## src/rtl/axis_uart_tx.sv

```systemverilog
// AXI-Stream slave to UART transmitter.
// Accepts one character per handshake and shifts it out on tx as a start bit, DATA_WIDTH data
// bits LSB first, an optional parity bit and STOP_BITS stop bits. A character latched with
// tlast closes a frame: it may be followed by FRAME_GAP idle bit periods, and frame_done
// pulses once when the frame (including its gap) has finished.
module axis_uart_tx #(
  parameter int DATA_WIDTH = 8,
  parameter int CLK_DIV    = 16,
  parameter int PARITY     = 0,
  parameter int STOP_BITS  = 1,
  parameter int FRAME_GAP  = 0
) (
  input  logic                  clk,
  input  logic                  rst,
  input  logic [DATA_WIDTH-1:0] s_axis_tdata,
  input  logic                  s_axis_tvalid,
  output logic                  s_axis_tready,
  input  logic                  s_axis_tlast,
  output logic                  tx,
  output logic                  busy,
  output logic                  frame_done
);

  localparam int BAUD_W = (CLK_DIV > 1) ? $clog2(CLK_DIV) : 1;
  localparam int BIT_W  = $clog2(DATA_WIDTH + 1);
  localparam int GAP_W  = (FRAME_GAP > 1) ? $clog2(FRAME_GAP) : 1;

  localparam logic [BAUD_W-1:0] BAUD_LAST = BAUD_W'(CLK_DIV - 1);
  localparam logic [BIT_W-1:0]  DATA_LAST = BIT_W'(DATA_WIDTH - 1);
  localparam logic [BIT_W-1:0]  STOP_LAST = BIT_W'(STOP_BITS - 1);
  localparam logic [GAP_W-1:0]  GAP_LAST  = GAP_W'((FRAME_GAP > 0) ? FRAME_GAP - 1 : 0);

  typedef enum logic [2:0] {
    ST_IDLE,
    ST_START,
    ST_DATA,
    ST_PARITY,
    ST_STOP,
    ST_GAP
  } state_t;

  state_t                state, state_next;
  logic [BAUD_W-1:0]     baud_cnt, baud_next;
  logic [BIT_W-1:0]      bit_cnt, bit_next;
  logic [GAP_W-1:0]      gap_cnt, gap_next;
  logic [DATA_WIDTH-1:0] shift_q, shift_next;
  logic                  last_q;
  logic                  par_q;
  logic                  tx_next;
  logic                  busy_next;
  logic                  done_next;
  logic                  baud_end;
  logic                  handshake;

  // The block only listens while idle, and never while reset is being applied.
  assign s_axis_tready = (state == ST_IDLE) && !rst;
  assign handshake     = s_axis_tvalid && s_axis_tready;
  assign baud_end      = (baud_cnt == BAUD_LAST);

  // State, counters, latched character and registered line outputs.
  // NOTE: every register here is written with <= so all of them sample the pre-edge values
  // computed by the combinational processes, independent of statement order.
  always_ff @(posedge clk) begin
    if (rst) begin
      state      <= ST_IDLE;
      baud_cnt   <= '0;
      bit_cnt    <= '0;
      gap_cnt    <= '0;
      shift_q    <= '0;
      last_q     <= 1'b0;
      par_q      <= 1'b0;
      tx         <= 1'b1;
      busy       <= 1'b0;
      frame_done <= 1'b0;
    end else begin
      state      <= state_next;
      baud_cnt   <= baud_next;
      bit_cnt    <= bit_next;
      gap_cnt    <= gap_next;
      shift_q    <= shift_next;
      tx         <= tx_next;
      busy       <= busy_next;
      frame_done <= done_next;
      if (handshake) begin
        last_q <= s_axis_tlast;
        par_q  <= (PARITY == 1) ? ~^s_axis_tdata : ^s_axis_tdata;
      end
    end
  end

  // Next-state logic: walks the character one bit period at a time.
  // NOTE: every signal assigned below gets a default first, so no path can leave one
  // unassigned and infer a latch.
  always_comb begin
    state_next = state;
    baud_next  = (state == ST_IDLE || baud_end) ? '0 : baud_cnt + 1'b1;
    bit_next   = bit_cnt;
    gap_next   = gap_cnt;
    shift_next = shift_q;
    case (state)
      ST_IDLE: begin
        if (handshake) begin
          state_next = ST_START;
          shift_next = s_axis_tdata;
        end
      end
      ST_START: begin
        if (baud_end) begin
          state_next = ST_DATA;
          bit_next   = '0;
        end
      end
      ST_DATA: begin
        if (baud_end) begin
          if (bit_cnt == DATA_LAST) begin
            state_next = (PARITY != 0) ? ST_PARITY : ST_STOP;
            bit_next   = '0;
          end else begin
            bit_next   = bit_cnt + 1'b1;
            shift_next = shift_q >> 1;
          end
        end
      end
      ST_PARITY: begin
        if (baud_end) begin
          state_next = ST_STOP;
          bit_next   = '0;
        end
      end
      ST_STOP: begin
        if (baud_end) begin
          if (bit_cnt == STOP_LAST) begin
            state_next = (last_q && (FRAME_GAP > 0)) ? ST_GAP : ST_IDLE;
            gap_next   = '0;
          end else begin
            bit_next = bit_cnt + 1'b1;
          end
        end
      end
      ST_GAP: begin
        if (baud_end) begin
          if (gap_cnt == GAP_LAST) state_next = ST_IDLE;
          else                     gap_next   = gap_cnt + 1'b1;
        end
      end
      default: state_next = ST_IDLE;
    endcase
  end

  // Output logic: line level and status for the state being entered at the next edge.
  always_comb begin
    case (state_next)
      ST_START:  tx_next = 1'b0;
      ST_DATA:   tx_next = shift_next[0];
      ST_PARITY: tx_next = par_q;
      default:   tx_next = 1'b1;
    endcase
    busy_next = (state_next != ST_IDLE);
    done_next = (state != ST_IDLE) && (state_next == ST_IDLE) && last_q;
  end

endmodule

```

## config.mk

```make
export PLATFORM = sky130hd
export DESIGN_NAME = axis_uart_tx
export DESIGN_NICKNAME = d
export VERILOG_FILES = /design/src/rtl/axis_uart_tx.sv
export SDC_FILE = /design/constraint.sdc
export NUM_CORES = 1
export LEC_CHECK = 0
export BUFFER_PORTS_ARGS = -buffer_cell sky130_fd_sc_hd__buf_2
export CAP_MARGIN = 25
export CORE_MARGIN = 2
export CORE_UTILIZATION = 30
export DETAILED_ROUTE_END_ITERATION = 6
export GPL_TIMING_DRIVEN = 0
export HOLD_SLACK_MARGIN = 0.15
export PLACE_DENSITY = 0.52
export SLEW_MARGIN = 20
export SYNTH_ARGS = -nofsm -noshare
export SYNTH_HDL_FRONTEND = slang
export SYNTH_SLANG_ARGS = --single-unit
export TNS_END_PERCENT = 5
```

## constraint.sdc

```tcl
create_clock -name clk -period 5.5 [get_ports clk]
set_clock_uncertainty 0.2 [all_clocks]
set_input_delay 0.275 -clock clk [delete_from_list [all_inputs] [get_ports clk]]
set_output_delay 0.275 -clock clk [all_outputs]
set_load 0.03 [all_outputs]
```

## After elaboration in Yosys (flattened, before gate mapping)

Cells that the tools add are included.

| cells by class | value |
|---|---|
| add/subtract/negate cells | 3 |
| equal/unequal tests | 18 |
| mux-type cells | 26 |
| reductions and logical operators | 20 |

Operators with widths:

| kind | number |
|---|---|
| $mux 3 | 9 |
| $mux 8 | 3 |
| $mux 4 | 5 |
| $pmux 3 s6 | 1 |
| $pmux 8 s2 | 1 |
| $ne 2x2->1 const B | 7 |
| $eq 3x2->1 const B | 4 |
| $pmux 4 s3 | 1 |
| $reduce_bool 3->1 | 3 |
| $add 4x1->4 const B | 2 |
| $reduce_and 4->1 | 2 |
| $reduce_xor 8->1 | 1 |
| $eq 3x1->1 const B | 2 |
| $eq 3x3->1 const B | 2 |
| $logic_not 3->1 | 2 |
| $reduce_and 5->1 | 1 |
| $eq 4x3->1 const B | 1 |
| $eq 4x4->1 const B | 1 |
| $logic_and 1x1->1 | 4 |
| $logic_not 4->1 | 1 |
| $mux 1 | 4 |
| $reduce_bool 2->1 | 2 |
| $reduce_or 2->1 | 2 |
| $pmux 1 s3 | 1 |
| 5 further kinds | 5 |

| storage, ports and cells | value |
|---|---|
| register bits after elaboration | 25 |
| input bits | 12 |
| output and inout port bits | 4 |
| logic and storage cells | 78 |

## Logic depth before layout (Yosys ltp)

| depth | value |
|---|---|
| depth in word-level cells | 8 |
| mapped depth | 7 |
| mapped depth without buffers | 6 |

## Worst setup path after synthesis

No wires, ideal clock.

| timing path | value |
|---|---|
| path type | reg2out |
| start | reg state[2] |
| end | out s_axis_tready |
| data arrival time | 1,501 ps |
| data required time | 5,025 ps |
| path slack | 3,524 ps |
| cell stages (with the launch flop) | 3 |
| path buffers | 1 |
| path through | dfxtp_1 -> buf_2 -> nor4_1 |

| between the ends | value |
|---|---|
| word-level cells in the longest chain between the ends | 2 |

Ends and longest elaborated chain:

| what | line | text |
|---|---|---|
| start: declaration | 42 | `state_t state, state_next;` |
| start signal: assignment | 76 | `state <= state_next;` |
| $logic_not 3->1 | 56 | `assign s_axis_tready = (state == ST_IDLE) && !rst;` |
| $logic_and 1x1->1 | 56 |  |
| end: declaration | 17 | `output logic s_axis_tready,` |

Every way passes these cells.

## Worst setup path in the final report

| timing path | value |
|---|---|
| start | reg bit_cnt[0] |
| end | reg shift_q[4] |

| between the ends | value |
|---|---|
| word-level cells in the longest chain between the ends | 3 |

Ends and longest elaborated chain:

| what | line | text |
|---|---|---|
| start: declaration | 44 | `logic [BIT_W-1:0] bit_cnt, bit_next;` |
| start signal: assignment | 78 | `bit_cnt <= bit_next;` |
| $eq 4x3->1 | 115 | `if (bit_cnt == DATA_LAST) begin` |
| $ne 2x2->1 (no line) | - |  |
| $reduce_and 4->1 (no line) | - |  |
| end signal: assignment | 80 | `shift_q <= shift_next;` |
| end: declaration | 46 | `logic [DATA_WIDTH-1:0] shift_q, shift_next;` |

Every way passes these cells.
A chain may end at the register's enable or synchronous reset.

==> results.toml <==
[timing]
tmin_final_ns = 2.27
timing.setup.tns_ns = 0
timing_worst_slew_pin_value_ns = 0.763
fmaxAchievable_ghz = 0.441
timing.max_slew.rel_slack = 0.487
maxSlewViolCount = 0
unrepaired_setup_endpoints_after_global_routing = "no"
final_min_period_over_clock_period = 0.412
timing.final.setup_violations = 0
report.final.hold_viol_count = 0

[power_and_ir_drop]
leakage_nw = 0.575
power.combinational.fraction = 0.141
cell_internal_pwr_w = 0.000268
netSwitchingFraction = 0.237
seq_power_share = 0.525
peakVddDrop_uv = 167
power.density_cell_area_mw_per_mm2 = 241
power.switching_w = 0.0000832
p_clk_frac = 0.335

[yosys]
mappedNetlistNets = 153
yosys.area.top_type_share = 0.405
synth.lib_cells_used.distinct = 37
synth.top_cells.by_count = "dfxtp_1 (24), nand2_1 (14), a21oi_1 (12), nor2_1 (12), xnor2_1 (9)"
netlist.top_cell.by_area = "dfxtp_1"
yosysMostFrequentCell = "dfxtp_1"
yosysSeqAreaShare = 0.405
post_synth.cell_area_avg_um2 = 8.60
synth-seq-cells = 24
synth_enable_flop_cells = 0
synth_area_leaders = "dfxtp_1 (41%), xnor2_1 (6.6%), a21oi_1 (5.1%)"
postSynth.topFlopCell = "dfxtp_1"
synth-warning-count = 0
async_reset_ff_frac = 0
netlist_instances = 138
mappedNetlistArea_mm2 = 0.00119

[routing]
drt_wl_total_mm = 2.66
route.detailed.vias_per_inst = 4.96
wl_per_cell_um = 12.5
detail_route.first_pass.iterations = 4
final_antenna_net_count = 0
drt_drc_violations_left = 0
num_vias = 1057
drtIter0Drc = 49

[cts]
cts_tree = "done"
cts-buffers-inserted = 3
htree_levels = 1
cts.sink_count = 24
worst_setup_hold_path_clk_slew_ns = 0.08
clk_path_buf_depth = 2
cts_post_setup_buffers_inserted = 0
clk-insertion-delay-late_ns = 0.26
cts-root-buf = "clkbuf_8"

[global_route]
antenna_found_initial = 0
maximum_number_of_pins_on_one_net_before_global_route_repair = 14
vias_in_the_first_global_route = 995
overflow = 0
grt_first_pass_wirelength_mm = 4.51
grtUsageTotal = 0.132

[placed_design]
place.detailed.instances = 201
detailedPlacementHpwl_mm = 2.05
portBuffers = 15
gp_congestion = 0.853

[setup_path]
cp_data_arrival_time_ns = 2.20
worstPathCellList = "ha_1 > and3b_1 > buf_2 > nor4_2 > nor2_1 > nand2_1 > a21oi_1"
buffers_inverters_on_critical_path = 1
crit_path_capture_type = "register"
worst_path_dominant_cell_family = "simple AND/OR/NAND/NOR gates"
crit_path_start_kind = "register"
crit_slowest_cell = "nor4_2"
critical_path_data_required_time_ns = 5.43
slowest_delay_ns = 0.58
worst-setup-path-type = "reg2reg"
largest_fanout_on_the_critical_path = 8

[finish]
utilization = 0.389
area_added_between_synthesis_and_finish_pct = 22.8
fillCellCount = 410
diodes = 0
seqCellArea_um2 = 480
multiInputGateArea_um2 = 662
drive_gt1_frac = 0.158
num-nets-final = 181
instances_no_fill = 213

[run]
max-cap-violations = 0

[die]
die_w_um = 66.9
placeableCoreArea_mm2 = 0.00374
dieArea_mm2 = 0.00447
initial_core_util = 0.317
die_h_um = 66.9
top_level_ports = 16
floorplan.rows = 22

[status]
run_status = "finished, final reports clean"

[min_path]
holdCritPathClass = "in2reg"
per-layer routing:
layer | GRT usage | part of all wire | routed length, µm | vias to the layer above
li1 | - | - | - | 547
met1 | 0.161 | 0.45 | 1190 | 488
met2 | 0.238 | 0.51 | 1370 | 20
met3 | 0.0372 | 0.036 | 96 | 2
met4 | 0.0153 | 0.0023 | 6 | 0
met5 | 0 | 0 | 0 | -
registers in the layout (all words and copies together), names as in the netlist:
| signal | flops |
|---|---|
| bit_cnt | 4 |
| state | 3 |
| par_q | 1 |
| tx | 1 |
| shift_q | 8 |
| busy | 1 |
| last_q | 1 |
| frame_done | 1 |
| baud_cnt | 4 |
final cells by class:
cell class                 instances  share of cell area
buffer                             6              0.0198
clock buffer                       4              0.0378
inverter                           4              0.0103
multi-input combinational        104               0.454
sequential                        24               0.330
tap                               48              0.0412
timing repair buffer              23               0.107
final timing paths:
kind,from,to,slack (ns),depth (start not counted)
max reg2reg,bit_cnt[0],shift_q[4],3.23,7
min reg2reg,baud_cnt[0],baud_cnt[0],0.25,1
min,s_axis_tdata[2],shift_q[2],0.17,3
max,bit_cnt[0],shift_q[4],3.23,7
metrics by stage:
stage	instance area (µm²)	setup slack, ns	hold WS, ns	total power (W)
floorplan	1190	3.52	0.152	0.000219
global placement	1320	3.30	0.231	0.000233
detailed placement	1320	3.27	0.245	0.000234
CTS	1460	3.24	0.157	0.000358
global route	1460	3.05	0.160	0.000371
finish	1460	3.23	0.166	0.000351
worst reg2reg max path, cell delays in order, from the launching register on:
cell and delay, ns:
dfxtp_1 0.34, ha_1 0.23, and3b_1 0.18, buf_2 0.16
nor4_2 0.58, nor2_1 0.25, nand2_1 0.13, a21oi_1 0.07
logic make-up after synthesis:
group	synth area share
AO/OA/AOI/OAI	0.206
XOR/XNOR	0.0738
adder cells (fa/ha/maj)	0.0316
buffers and inverters	0.0369
flip-flops	0.405
multiplexers	0.0169
AND/OR/NAND/NOR	0.230
placed cells by master (no fill, tap or decap), types with 2 or more instances in the layout:
cell / synthesis / routed
a211o_1: 2 / 2
a21oi_1: 12 / 12
a22oi_1: 8 / 8
and2_1: 4 / 4
buf_2: 5 / 20
clkbuf_8: 0 / 4
dfxtp_1: 24 / 24
dlygate4sd3_1: 0 / 8
ha_1: 3 / 3
inv_1: 4 / 4
mux2i_1: 2 / 2
nand2_1: 14 / 14
nand2b_1: 2 / 2
nand3_1: 4 / 4
nand3b_1: 2 / 2
nand4_1: 2 / 2
nor2_1: 12 / 12
nor3_1: 2 / 2
nor4_1: 2 / 2
o21ai_0: 5 / 5
o21bai_1: 2 / 2
or3_1: 2 / 2
xnor2_1: 9 / 9
power by group through the flow:
stage	clock, W	combinational [W]	sequential, W
floorplan	0	0.0000293	0.000190
global placement	0	0.0000446	0.000188
detailed placement	0	0.0000454	0.000188
CTS	0.000124	0.0000497	0.000184
global route	0.000131	0.0000547	0.000185
finish	0.000117	0.0000494	0.000184
repair_timing:
action | in CTS | in global routing
hold endpoints to repair | 10 | 0
setup endpoints to repair | 0 | 0
hold buffers | 8 | 0
resized for setup | 0 | 0
Power figures use the tool's default switching activity.
